==> src/rtl/alu_seq_unit.sv <==
// Handshaked sequential ALU: one command in, one response out.
// Shifts run one bit per clock through the result register instead of a barrel shifter.
module alu_seq_unit #(
  parameter int N    = 16,
  parameter int CNTW = 16
) (
  input  logic            clk,
  input  logic            rst_n,
  input  logic            in_valid,
  output logic            in_ready,
  input  logic [N-1:0]    in_a,
  input  logic [N-1:0]    in_b,
  input  logic [2:0]      in_op,
  output logic            out_valid,
  input  logic            out_ready,
  output logic [N-1:0]    out_result,
  output logic            out_carry,
  output logic            out_zero,
  output logic            busy,
  output logic [CNTW-1:0] op_count
);

  localparam int SHW = $clog2(N);
  localparam logic [SHW-1:0] CNT_ONE = 1;

  localparam logic [2:0] ALU_ADD = 3'd0;
  localparam logic [2:0] ALU_SUB = 3'd1;
  localparam logic [2:0] ALU_AND = 3'd2;
  localparam logic [2:0] ALU_OR  = 3'd3;
  localparam logic [2:0] ALU_XOR = 3'd4;
  localparam logic [2:0] ALU_SHL = 3'd5;
  localparam logic [2:0] ALU_SHR = 3'd6;

  typedef enum logic [1:0] {IDLE, EXEC, DONE} state_t;

  state_t          state_q, state_d;
  logic [2:0]      op_q;
  logic [SHW-1:0]  cnt_q;
  logic [N-1:0]    res_q;
  logic            carry_q;
  logic            zero_q;
  logic [CNTW-1:0] count_q;

  logic [SHW-1:0]  shamt;
  logic [N:0]      alu_wide;
  logic            is_shift;
  logic            shift_start;
  logic [N-1:0]    shifted;

  assign shamt       = in_b[SHW-1:0];
  assign is_shift    = (in_op == ALU_SHL) || (in_op == ALU_SHR);
  assign shift_start = is_shift && (shamt != '0);
  assign shifted     = (op_q == ALU_SHR) ? (res_q >> 1) : (res_q << 1);

  // Bit N carries the add carry or the subtract borrow; shifts seed the working value with A.
  always_comb begin
    alu_wide = '0;
    case (in_op)
      ALU_ADD: alu_wide = {1'b0, in_a} + {1'b0, in_b};
      ALU_SUB: alu_wide = {1'b0, in_a} - {1'b0, in_b};
      ALU_AND: alu_wide = {1'b0, in_a & in_b};
      ALU_OR:  alu_wide = {1'b0, in_a | in_b};
      ALU_XOR: alu_wide = {1'b0, in_a ^ in_b};
      ALU_SHL: alu_wide = {1'b0, in_a};
      ALU_SHR: alu_wide = {1'b0, in_a};
      default: alu_wide = '0;
    endcase
  end

  always_ff @(posedge clk or negedge rst_n) begin
    if (!rst_n) state_q <= IDLE;
    else        state_q <= state_d;
  end

  always_comb begin
    state_d = state_q;
    case (state_q)
      IDLE: if (in_valid) state_d = shift_start ? EXEC : DONE;
      EXEC: if (cnt_q == CNT_ONE) state_d = DONE;
      DONE: if (out_ready) state_d = IDLE;
      default: state_d = IDLE;
    endcase
  end

  always_comb begin
    in_ready  = (state_q == IDLE);
    out_valid = (state_q == DONE);
    busy      = (state_q != IDLE);
  end

  // The last EXEC edge is the one that moves to DONE, so the zero flag is latched there.
  always_ff @(posedge clk or negedge rst_n) begin
    if (!rst_n) begin
      op_q    <= '0;
      cnt_q   <= '0;
      res_q   <= '0;
      carry_q <= 1'b0;
      zero_q  <= 1'b0;
      count_q <= '0;
    end else begin
      case (state_q)
        IDLE: if (in_valid) begin
          op_q    <= in_op;
          cnt_q   <= shamt;
          res_q   <= alu_wide[N-1:0];
          carry_q <= alu_wide[N];
          zero_q  <= !shift_start && (alu_wide[N-1:0] == '0);
        end
        EXEC: begin
          res_q <= shifted;
          cnt_q <= cnt_q - CNT_ONE;
          if (cnt_q == CNT_ONE) zero_q <= (shifted == '0);
        end
        DONE: if (out_ready) count_q <= count_q + 1'b1;
        default: ;
      endcase
    end
  end

  assign out_result = res_q;
  assign out_carry  = carry_q;
  assign out_zero   = zero_q;
  assign op_count   = count_q;

endmodule

==> config.mk <==
export PLATFORM = sky130hd
export DESIGN_NAME = alu_seq_unit
export DESIGN_NICKNAME = d
export VERILOG_FILES = /design/src/rtl/alu_seq_unit.sv
export SDC_FILE = /design/constraint.sdc
export NUM_CORES = 1
export LEC_CHECK = 0
export ABC_AREA = 1
export CAP_MARGIN = 20
export CORE_MARGIN = 4
export CORE_UTILIZATION = 49
export CTS_CLUSTER_DIAMETER = 40
export DETAILED_ROUTE_END_ITERATION = 10
export GPL_TIMING_DRIVEN = 0
export PLACE_DENSITY = 0.81
export SYNTH_ARGS = -nofsm -noshare
export SYNTH_HDL_FRONTEND = slang
export SYNTH_SLANG_ARGS = --single-unit
==> constraint.sdc <==
create_clock -name clk -period 3.2 [get_ports clk]
set_input_delay 0.64 -clock clk [delete_from_list [all_inputs] [get_ports clk]]
set_output_delay 0.64 -clock clk [all_outputs]
set_load 0.05 [all_outputs]
Yosys cells after proc, flatten, opt, wreduce, memory -nomap -nowiden
Cells that the tools add are included.
- $add $sub $neg: 4
- equality and inequality tests: 13
- muxes and demuxes: 14
- bitwise gates (word level): 3
- reductions and logical operators: 17
- operators by type and width (kind ; count):
    17-bit one-hot mux with 6 select lines ; 1
    16-bit logical NOT ; 2
    16-bit two-way mux ; 2
    16-bit one-hot mux with 2 select lines ; 1
    16-bit by 16-bit adder with 17-bit output ; 1
    16-bit by 16-bit subtractor with 17-bit output ; 1
    16-bit by 1-bit adder with 16-bit output (second input constant) ; 1
    16-bit bitwise AND ; 1
    16-bit OR ; 1
    16-bit bitwise XOR ; 1
    3-bit == test (second input constant) ; 4
    2-bit two-way mux ; 4
    4-bit one-hot mux with 2 select lines ; 1
    3-bit by 2-bit == test with 1-bit output (second input constant) ; 2
    2-bit one-hot mux with 3 select lines ; 1
    2-bit AND reduction ; 3
    3-bit AND reduction ; 2
    4-bit by 1-bit == test with 1-bit output (second input constant) ; 1
    4-bit two-way mux ; 1
    2-bit != test (second input constant) ; 2
    2-bit nonzero test ; 2
    4-bit nonzero test ; 1
    4-bit by 1-bit subtractor with 4-bit output (second input constant) ; 1
    3-bit by 1-bit == test with 1-bit output (second input constant) ; 1
    11 further kinds ; 13
- bits in registers: 43
- input port bits: 39
- output and inout port bits: 37
- word-level logic and storage cells: 58

Logic depth before layout (Yosys ltp)
Gate-level depths: netlist (run 1).
- word-level depth: 7
- depth in mapped cells: 25
- gate-level depth less buffers: 25

Worst setup path before layout (run 1)
No wires, ideal clock.
- path kind: input -> register
- start: input in_b[0]
- end: register zero_q (netlist: out_zero)
- setup time: 72 ps
- data arrival time: 3098 ps
- data required time: 3128 ps
- path slack: 31 ps
- cell stages on the path: 24
- path buffers: 0
- cells stage by stage: inv_1 -> ha_1 -> nand3_1 -> nor3_1 -> nand3_1 -> nor2_1 -> inv_1 -> o21ai_0 -> nand2_1 -> xor2_1 -> ha_1 -> nand2_1 -> inv_1 -> nand2_1 -> nand2_1 -> a21oi_1 -> nand3_1 -> nand3_1 -> nand2_1 -> nor2_1 -> nand3_1 -> nor2_1 -> nor2_1 -> nor2_1
- word-level cells in the longest chain between the ends: 6
- elaborated cells between the ends (all ways): 13
- those cells by class: add/sub: 2; mux: 3; bitwise: 3; reduce/logical: 5
- RTL lines (what ; line ; RTL):
    start, declared ; 12 ; input logic [N-1:0] in_b,
    16-bit by 16-bit subtractor with 17-bit output (tied with other cells) ; 60 ; ALU_SUB: alu_wide = {1'b0, in_a} - {1'b0, in_b};
    17-bit one-hot mux with 6 select lines / 1-bit logical AND (equally long branches) ; 58, 52 ;
    16-bit logical NOT / 1-bit logical NOT (equally long branches) ; 107 ; zero_q <= !shift_start && (alu_wide[N-1:0] == '0);
    1-bit logical AND * ; 107 ;
    1-bit two-way mux * ; 102 ; IDLE: if (in_valid) begin
    1-bit one-hot mux with 2 select lines * ; 101 ; case (state_q)
    end signal, assigned ; 107 ;
    end signal, assigned ; 112 ; if (cnt_q == CNT_ONE) zero_q <= (shifted == '0);
    end, declared ; 41 ; logic zero_q;
Every way passes the cells marked *; elsewhere a longest branch is shown, timed or not. The select of a mux whose other input is x is not followed.
A chain may end at the register's enable or synchronous reset.

Worst setup path after layout (run 1)
- start: input in_b[1]
- end: register zero_q (netlist: out_zero)
Same word-level chain as after synthesis.

==> summary.txt, run 1 <==
status: complete, but fails checks
violations in the final reports: setup timing
Lkg Pwr: 3.13 nW
DR WL/cell: 14.6 um
commonest cells in the netlist: 195 x nand2_1, 127 x inv_1, 62 x o21ai_0
min-delay worst type: input pin to asynchronous set/reset pin
cell mode on critical path: nor2_1
Crit. End Element: flip-flop
Syn Inst Count: 712
R2R depth: 10
number of flops mapped to enable cells by yosys: 0
Die Ht: 106 um
Via-to-Cell Ratio: 5.35
R2R Setup Slk: 1.03 ns
DP Wirelength: 10.7 mm
Slew Viols, Final: 0
deepest clock path buffer count: 2
startpoint types: input pin
top-count cell post-synth: nand2_1
met1 Usage GRT: 31.6%
share of synthesized registers carrying an async set or reset: 100%
nets: 904
clock root cell: clkbuf_8
fraction of layout cells with a size suffix above 1: 15.5%
routability cong.: 0.930
Die Width: 106 um
total die area: 0.0112 mm2
post-synth top area share: 23.1%
RSZ-0062 raised after global routing: true
ranking of synthesized cells by area: dfrtp_1 23%, nand2_1 16%, ha_1 14%
final setup slack of the worst path: -0.125 ns
antenna violations before repair: 0
WS Path Type: input pin to flip-flop
area of the multi-input gates: 0.00327 mm2
placed cell areas: 0.00559 mm2
IO Count: 76
slowest stage cell on the critical path: ha_2
crit path max fanout: 5
Synth area leader: dfrtp_1
initial core utilization: 50.5%
htree depth: 2
FF/Latch Area: 0.00108 mm2
GRT overflow: 0
vias: 5033
critical path, cell by cell: buf_8, inv_4, ha_4, nand3_4, nor3_4, nand3_2, nor2_4, inv_2, o21ai_2, xor2_1, ha_2, nand2_2, inv_1, nand2_1, nand2_1, a21oi_1, nand3_1, nand3_1, nand2_1, nor2_1, nand3_1, nor2_1, nor2_1, nor2_1
Avg Synthesized Cell Area: 6.55 um2
RR Startpoint: state_q[0]$_DFFE_PN0P_
Yosys warnings: 0
proportion of synthesized chip area in sequential cells: 23.1%
ANT nets after route: 0
fmax: 301 MHz
GR peak layer: met2
CTS buffer count: 5
slew margin rel.: 62.7%
setup tns final: -0.125 ns
number of I/O port buffers: 75
Least-Margin Pin Slew: 0.559 ns
DRT iter0 DRCs: 370
Post-synth top flop: dfrtp_1
Crit path largest cell delay: 0.36 ns
Mapped Nets: 804
number of diodes: 0
Max IR drop VDD: 744 uV
Critical Path AT: 3.55 ns
area grow syn2layout: 29.9%
Data required, critical path: 3.42 ns
mapped cell area: 0.00467 mm2
M2 GR Usage: 41.8%
Fin Hold WS: 0.220 ns
clk_skew: 0.00658 ns
Yosys cell types: 41
pin count of the biggest net entering global routing: 34
Final Hold Fails: 0
register bit count reported by yosys: 43
final wirelength: 13.8 mm
fin crit share: 104%
final instance area: 0.00606 mm2
clk slew on worst S/H paths: 0.08 ns
CTS tree: yes
drt pass-1 iters: 5
first-pass GRT wire length: 22.6 mm
vias in the first global route: 4773
R2R Path End: out_zero$_DFFE_PN0P_
Max-Cap Viols: 0
Tot GR Track Use: 24.5%
M3 GR Usage: 4.04%
fill count: 787
residual DRC count: 0
latest clock arrival within the worst-skew pair: 0.29 ns
Tot Pwr: 3.63 mW
final setup vio count: 1
CORE AREA: 0.00924 mm2
PwrDens: 599 mW/mm2
Rows: 35
fin crit period: 3.32 ns
clk sink count: 43
[power by group]
group	total, mW	switching [mW]	internal [mW]
Clock	0.408	0.179	0.229
Sequential	0.910	0.175	0.735
Combinational	2.31	1.55	0.766
Total	3.63	1.90	1.73
[state kept, by name (all words and copies together) (netlist names)]
register	cells
cnt_q	4
op_count	16
out_zero	1
op_q	3
out_carry	1
out_result	16
state_q	2
[layer usage]
layer / vias to the layer above / share of wire [%]
li1: 2465 / -
met1: 2307 / 42
met2: 215 / 47
met3: 46 / 7.4
met4: 0 / 3.7
met5: - / 0
[per-stage QoR]
stage                     cells  setup WS [ns]  util (%)
after floorplan             712         0.0306         -
after global placement      916          -1.15      60.4
after detailed placement    917          -1.17      60.5
after CTS                   937        -0.0639      64.0
after global routing        941         -0.272      65.6
final                       941         -0.125      65.6
[final cells by class]
type | instances | area share (%)
multi-input cells | 526 | 53.9
flip-flops and latches | 43 | 17.8
clock inverters | 1 | 0.495
clock buffers | 6 | 1.20
well taps | 129 | 2.66
inverters | 130 | 8.13
repair buffers | 93 | 14.6
plain buffers | 13 | 1.26
[timing repair]
item | 4_1_cts | 5_1_grt
resized for setup | 72 | 42
pin swaps | 26 | 22
hold buffers | 0 | 0
setup buffers | 13 | 4
setup endpoints to repair | 13 | 9
[cells by family (layout without fill, tap and decap cells)]
kind of cell	count (synthesis)	after routing	share of synthesized area, %
multiplexers	1	1	0.241
XOR/XNOR	31	31	5.82
flip-flops	43	43	23.1
AND/OR/NAND/NOR	339	339	32.4
buffers and inverters	143	243	12.1
adder cells (fa/ha/maj)	53	53	14.4
AO/OA/AOI/OAI	102	102	12.1
[critical path: cells and delay by family]
kind	cells	cell delay, ns
AO/OA/AOI/OAI	2	0.32
XOR/XNOR	1	0.23
adder cells (fa/ha/maj)	2	0.50
buffers and inverters	4	0.27
AND/OR/NAND/NOR	15	1.59
[how the worst max path moves through the flow]
stage	startpoint	to	slack [ns]	cells after the start
finish	in_b[1]	out_zero$_DFFE_PN0P_	-0.12	24
global route	in_b[0]	out_zero$_DFFE_PN0P_	-0.27	23
CTS	in_b[1]	out_zero$_DFFE_PN0P_	-0.06	25
detailed placement	in_b[1]	out_zero$_DFFE_PN0P_	-1.17	25
global placement	in_b[1]	out_zero$_DFFE_PN0P_	-1.15	25
floorplan	in_b[0]	out_zero$_DFFE_PN0P_	0.03	24
[placed cells by master (no fill, tap or decap), types with 3 or more instances in the layout]
cell,count
nor2_2,8
clkbuf_1,6
nand2_2,14
xor2_1,26
nand4_1,7
buf_4,19
inv_1,114
dlygate4sd2_1,4
nand3b_1,7
nor2_1,44
a21oi_2,7
clkdlybuf4s50_1,62
dfrtp_1,43
o211ai_1,7
nand3_2,7
xnor2_1,5
a211oi_1,7
nor3_2,4
ha_2,4
or2_2,5
inv_2,14
a21oi_1,11
o21ai_0,57
ha_1,44
nor2_4,6
nand2_1,182
o21ai_1,5
nor4_1,3
nand3_1,40
buf_6,3
clkbuf_8,5
buf_2,6
ha_4,4
Note: power is estimated with default switching activity, not from simulation.
==> inputs of run 2 (changes only) <==
==> constraint.sdc (replaced) <==
create_clock -name clk -period 3.7 [get_ports clk]
set_input_delay 0.74 -clock clk [delete_from_list [all_inputs] [get_ports clk]]
set_output_delay 0.74 -clock clk [all_outputs]
set_load 0.05 [all_outputs]
==> summary.txt, run 2 (same netlist as run 1, synthesis figures left out) <==
status: complete, no violations (was complete, but fails checks)
GRT overflow: 0 (unchanged)
PwrDens: 526 mW/mm2 (was 599 mW/mm2)
internal power: 1.47 mW (was 1.73 mW)
ANT nets after route: 0 (unchanged)
vias in the first global route: 4637 (was 4773)
deepest clock path buffer count: 2 (unchanged)
DRT iter0 DRCs: 401 (was 370)
first-pass GRT wire length: 21.8 mm (was 22.6 mm)
nets: 894 (was 904)
vias: 4951 (was 5033)
Reg power frac: 25.5% (was 25.1%)
Die Ht: 106 um (unchanged)
DR WL/cell: 14.5 um (was 14.6 um)
hold buffer count at CTS: 0 (unchanged)
most common cell after layout, fill and taps aside: nand2_1 (unchanged)
residual DRC count: 0 (unchanged)
Clock power frac: 11.5% (was 11.2%)
Tot Pwr: 3.09 mW (was 3.63 mW)
Tot GR Track Use: 23.5% (was 24.5%)
Critical Path AT: 3.75 ns (was 3.55 ns)
Lkg Pwr: 3.12 nW (was 3.13 nW)
Least-Margin Pin Slew: 0.534 ns (was 0.559 ns)
Fin Hold WS: 0.319 ns (was 0.220 ns)
number of I/O port buffers: 75 (unchanged)
crit path buf inv count: 4 (unchanged)
placed cell areas: 0.00559 mm2 (unchanged)
fin crit share: 95.3%
CTS buffer count: 5 (unchanged)
DP Wirelength: 10.7 mm (unchanged)
clk sink count: 43 (unchanged)
Die Width: 106 um (unchanged)
fraction of layout cells with a size suffix above 1: 9.98% (was 15.5%)
clk slew on worst S/H paths: 0.08 ns (about the same)
switching power: 1.62 mW (was 1.90 mW)
Top delay family on crit path: simple AND/OR/NAND/NOR gates (unchanged)
WS Path Type: input pin to flip-flop (unchanged)
min-delay worst type: input pin to asynchronous set/reset pin (unchanged)
clock root cell: clkbuf_8 (unchanged)
Crit. End Element: flip-flop (unchanged)
clk_skew: 0.00653 ns (was 0.00658 ns)
final instance area: 0.00588 mm2 (was 0.00606 mm2)
fmax: 284 MHz
Via-to-Cell Ratio: 5.32 (was 5.35)
setup tns final: 0 ns (was -0.125 ns)
drt pass-1 iters: 5 (unchanged)
Max-Cap Viols: 0 (unchanged)
Crit path largest cell delay: 0.36 ns (about the same)
CTS tree: yes (unchanged)
routability cong.: 0.930 (unchanged)
final wirelength: 13.5 mm (was 13.8 mm)
FF/Latch Area: 0.00108 mm2 (unchanged)
slowest stage cell on the critical path: ha_1 (was ha_2)
sw frac: 52.4% (about the same)
commonest non-fill, non-tap cells in the layout: 189 x nand2_1, 122 x inv_1, 64 x clkdlybuf4s50_1, 60 x o21ai_0 (was 182 x nand2_1, 114 x inv_1, 62 x clkdlybuf4s50_1, 57 x o21ai_0)
IO Count: 76 (unchanged)
pin count of the biggest net entering global routing: 34 (unchanged)
crit path max fanout: 4 (was 5)
initial core utilization: 50.5% (unchanged)
R2R depth: 10 (unchanged)
area of the multi-input gates: 0.00316 mm2 (was 0.00327 mm2)
area grow syn2layout: 25.9% (was 29.9%)
Data required, critical path: 3.92 ns (was 3.42 ns)
Util after Layout: 63.6% (was 65.6%)
total die area: 0.0112 mm2 (unchanged)
fill count: 817 (was 787)
WP depth: 25 (was 24)
htree depth: 2 (unchanged)
Final Hold Fails: 0 (unchanged)
number of diodes: 0 (unchanged)
Rows: 35 (unchanged)
fin crit period: 3.53 ns
startpoint types: input pin (unchanged)
antenna violations before repair: 0 (unchanged)
CORE AREA: 0.00924 mm2 (unchanged)
combinational power share: 63.1% (was 63.7%)
latest clock arrival within the worst-skew pair: 0.29 ns (about the same)
Max IR drop VDD: 641 uV (was 744 uV)
Slew Viols, Final: 0 (unchanged)
final setup vio count: 0 (was 1)
slew margin rel.: 64.3% (was 62.7%)
run 2: through the flow:
stage                     cells  worst slack [ns]
final                       931             0.174
after global routing        931          -0.00355
after CTS                   925            0.0535
after detailed placement    917            -0.766
after global placement      916            -0.746
after floorplan             712             0.431
run 2: power groups by stage:
stage / clock network (mW) / registers, mW / logic [mW]
finish: 0.354 / 0.787 / 1.95
global route: 0.381 / 0.808 / 2.12
CTS: 0.359 / 0.784 / 1.91
detailed placement: 0 / 0.792 / 1.89
global placement: 0 / 0.783 / 1.86
floorplan: 0 / 1.16 / 0.901
run 2: timing repair:
item,4_1_cts,5_1_grt
endpoints found under the setup margin,6,6
setup buffers,1,6
pin swaps,1,14
resized for setup,15,40
run 2: worst reg2reg max path, cell delays in order, from the launching register on:
cell     delay [ns]
dfrtp_1        0.50
nor2_1         0.27
inv_1          0.16
nor2_4         0.29
inv_2          0.17
nand2_2        0.14
inv_1          0.06
nor2_1         0.18
nand2_1        0.07
nor2_1         0.16
nor2_1         0.06
run 2: worst paths after layout:
kind | startpoint | endpoint | slack, ns
min in group clk | op_count[15]$_DFFE_PN0P_ | op_count[15]$_DFFE_PN0P_ | 0.47
max in group asynchronous | rst_n | op_count[2]$_DFFE_PN0P_ | 2.92
worst max-delay path | in_b[1] | out_zero$_DFFE_PN0P_ | 0.17
worst min-delay path | rst_n | op_count[14]$_DFFE_PN0P_ | 0.32
worst max register to register | state_q[0]$_DFFE_PN0P_ | out_zero$_DFFE_PN0P_ | 1.54
worst min register to register | op_count[15]$_DFFE_PN0P_ | op_count[15]$_DFFE_PN0P_ | 0.47
run 2: area by class of cell:
cell class / count / area share, %
sequential: 43 / 18.3
multi-input combinational: 526 / 53.7
buffer: 13 / 1.30
inverter: 130 / 8.30
clock buffer: 6 / 1.24
tap: 129 / 2.75
timing repair buffer: 83 / 13.8
clock inverter: 1 / 0.511
run 2: metal layers:
metal | vias up | GRT usage [%] | wire length [um]
met5 | - | 0 | 0
met4 | 0 | 5.83 | 387
li1 | 2449 | - | -
met2 | 198 | 40.6 | 6410
met3 | 40 | 4.16 | 930
met1 | 2264 | 30.5 | 5730
==> variant: new RTL, config.mk and constraints of run 1 <==
The 3 states of `state_t` get a one-hot encoding in 3 bits.
--- a/src/rtl/alu_seq_unit.sv
+++ b/src/rtl/alu_seq_unit.sv
@@ -31,7 +31,7 @@
   localparam logic [2:0] ALU_SHL = 3'd5;
   localparam logic [2:0] ALU_SHR = 3'd6;
 
-  typedef enum logic [1:0] {IDLE, EXEC, DONE} state_t;
+  typedef enum logic [2:0] {IDLE = 3'b001, EXEC = 3'b010, DONE = 3'b100} state_t;
 
   state_t          state_q, state_d;
   logic [2:0]      op_q;
Behaviour: no difference found for any inputs over 10 cycles, from zero or initial values and one cycle with rst_n low; not proved beyond that.
==> variant against run 1 <==
Critical path depth decreased by 4; count of clock-buffer cells in the layout unchanged; power shrank 1.7%; synthesized area rose by 0.75%; sequential share of layout area is 0.16 points higher; setup slack improved by 0.14 ns; final cell count is 0.64% higher; cell area is 1.5% higher; via count grew 2.6%; wire length rose by 2.2%; critical endpoint unchanged; sequential cell count is 1 higher; sequential power about the same; largest cell class unchanged.
==> variant: results (changes against run 1) <==
The number of filler instances in the final layout came out at 810 (+2.9%). The depth of the most critical reg-to-reg path is 8 (-2). The number of standard cells in the layout, taps in and fillers out was 947 (+0.64%). The met2 demand-to-capacity share in global routing is 0.415 (-0.00364). The largest net degree at the start of global routing came to 30 (-12%).

The worst-case setup slack after placement came out at -1.04 ns (+0.130 ns). The number of port buffers came out at 73 (-2.7%). The met1 wire length is 5790 um (+0.66%).

The global-route wire length before repair came to 22100 um (-2.4%). The number of nets in the layout came out at 909 (+0.55%). The half-perimeter wire length after placement came to 10500 um (-1.0%).

The total number of vias is 5164 (+2.6%). The area growth from synthesis to layout came out at 30.9%. The largest voltage drop on the vdd net came out at 0.000415 V (-44%). The first-iteration detailed-routing DRC count came out at 349 (-5.7%). The number of non-clock inverters is 132 (+1.5%). The cell area reported after detailed placement came out at 5610 um^2 (+0.27%). The xor and xnor fraction of the mapped netlist area was 0.0577 (-0.000433). The starting density of the core is 0.506 (+0.00139).

The total length of routed met3 wires came to 1060 um (+4.2%). The flow ran to the end, and the final reports show no timing, DRC or antenna violations. The synthesized instance count came out at 717 (+0.70%). The multiplexer share of the synthesized area is 0.00239 (-0.0000180). The net count after synthesis is 809 (+0.62%). The slowest stage of the critical path belongs to the cell sky130_fd_sc_hd__clkdlybuf4s50_1. The fraction of layout cells with a size suffix above 1 is 0.148 (-0.00725). The static leakage came out at 3.23 nW (+3.1%).

The fraction of the mapped netlist area in adder cells came out at 0.143 (-0.00107). The maximum net fanout on the critical path came to 4 (-1).
## variant: cell types whose count changed after synthesis, sizes merged, moves of 3 or more
cell	change
nand2	+14
a21oi	-4
or2	-3
clkbuf	+3
o221ai	+8
o21ai	-26
nand3b	-5
nor3	+3
nand3	+12
## variant: timing repair
action                                  CTS  global route
pin swaps                                30            37
endpoints found under the setup margin    9             6
setup buffers                             9            10
endpoints found under the hold margin     0             0
resized for setup                        62            53
## variant: power breakdown
part	leakage [nW]	total (W)	internal [W]	switching (W)
registers	0.547	0.000913	0.000749	0.000164
clock network	0.0552	0.000420	0.000232	0.000188
logic	2.63	0.00224	0.000760	0.00148
## variant: final timing paths
path	from	end	slack [ns]
hold reg to reg	op_count[15]	op_count[15]	0.48
setup / recovery	in_b[7]	out_zero	0.02
setup reg to reg	state_q[0]	out_result[6]	1.17
min in group clk	op_count[15]	op_count[15]	0.48
hold / removal	rst_n	state_q[1]	0.25
max in group asynchronous	rst_n	out_result[13]	2.47
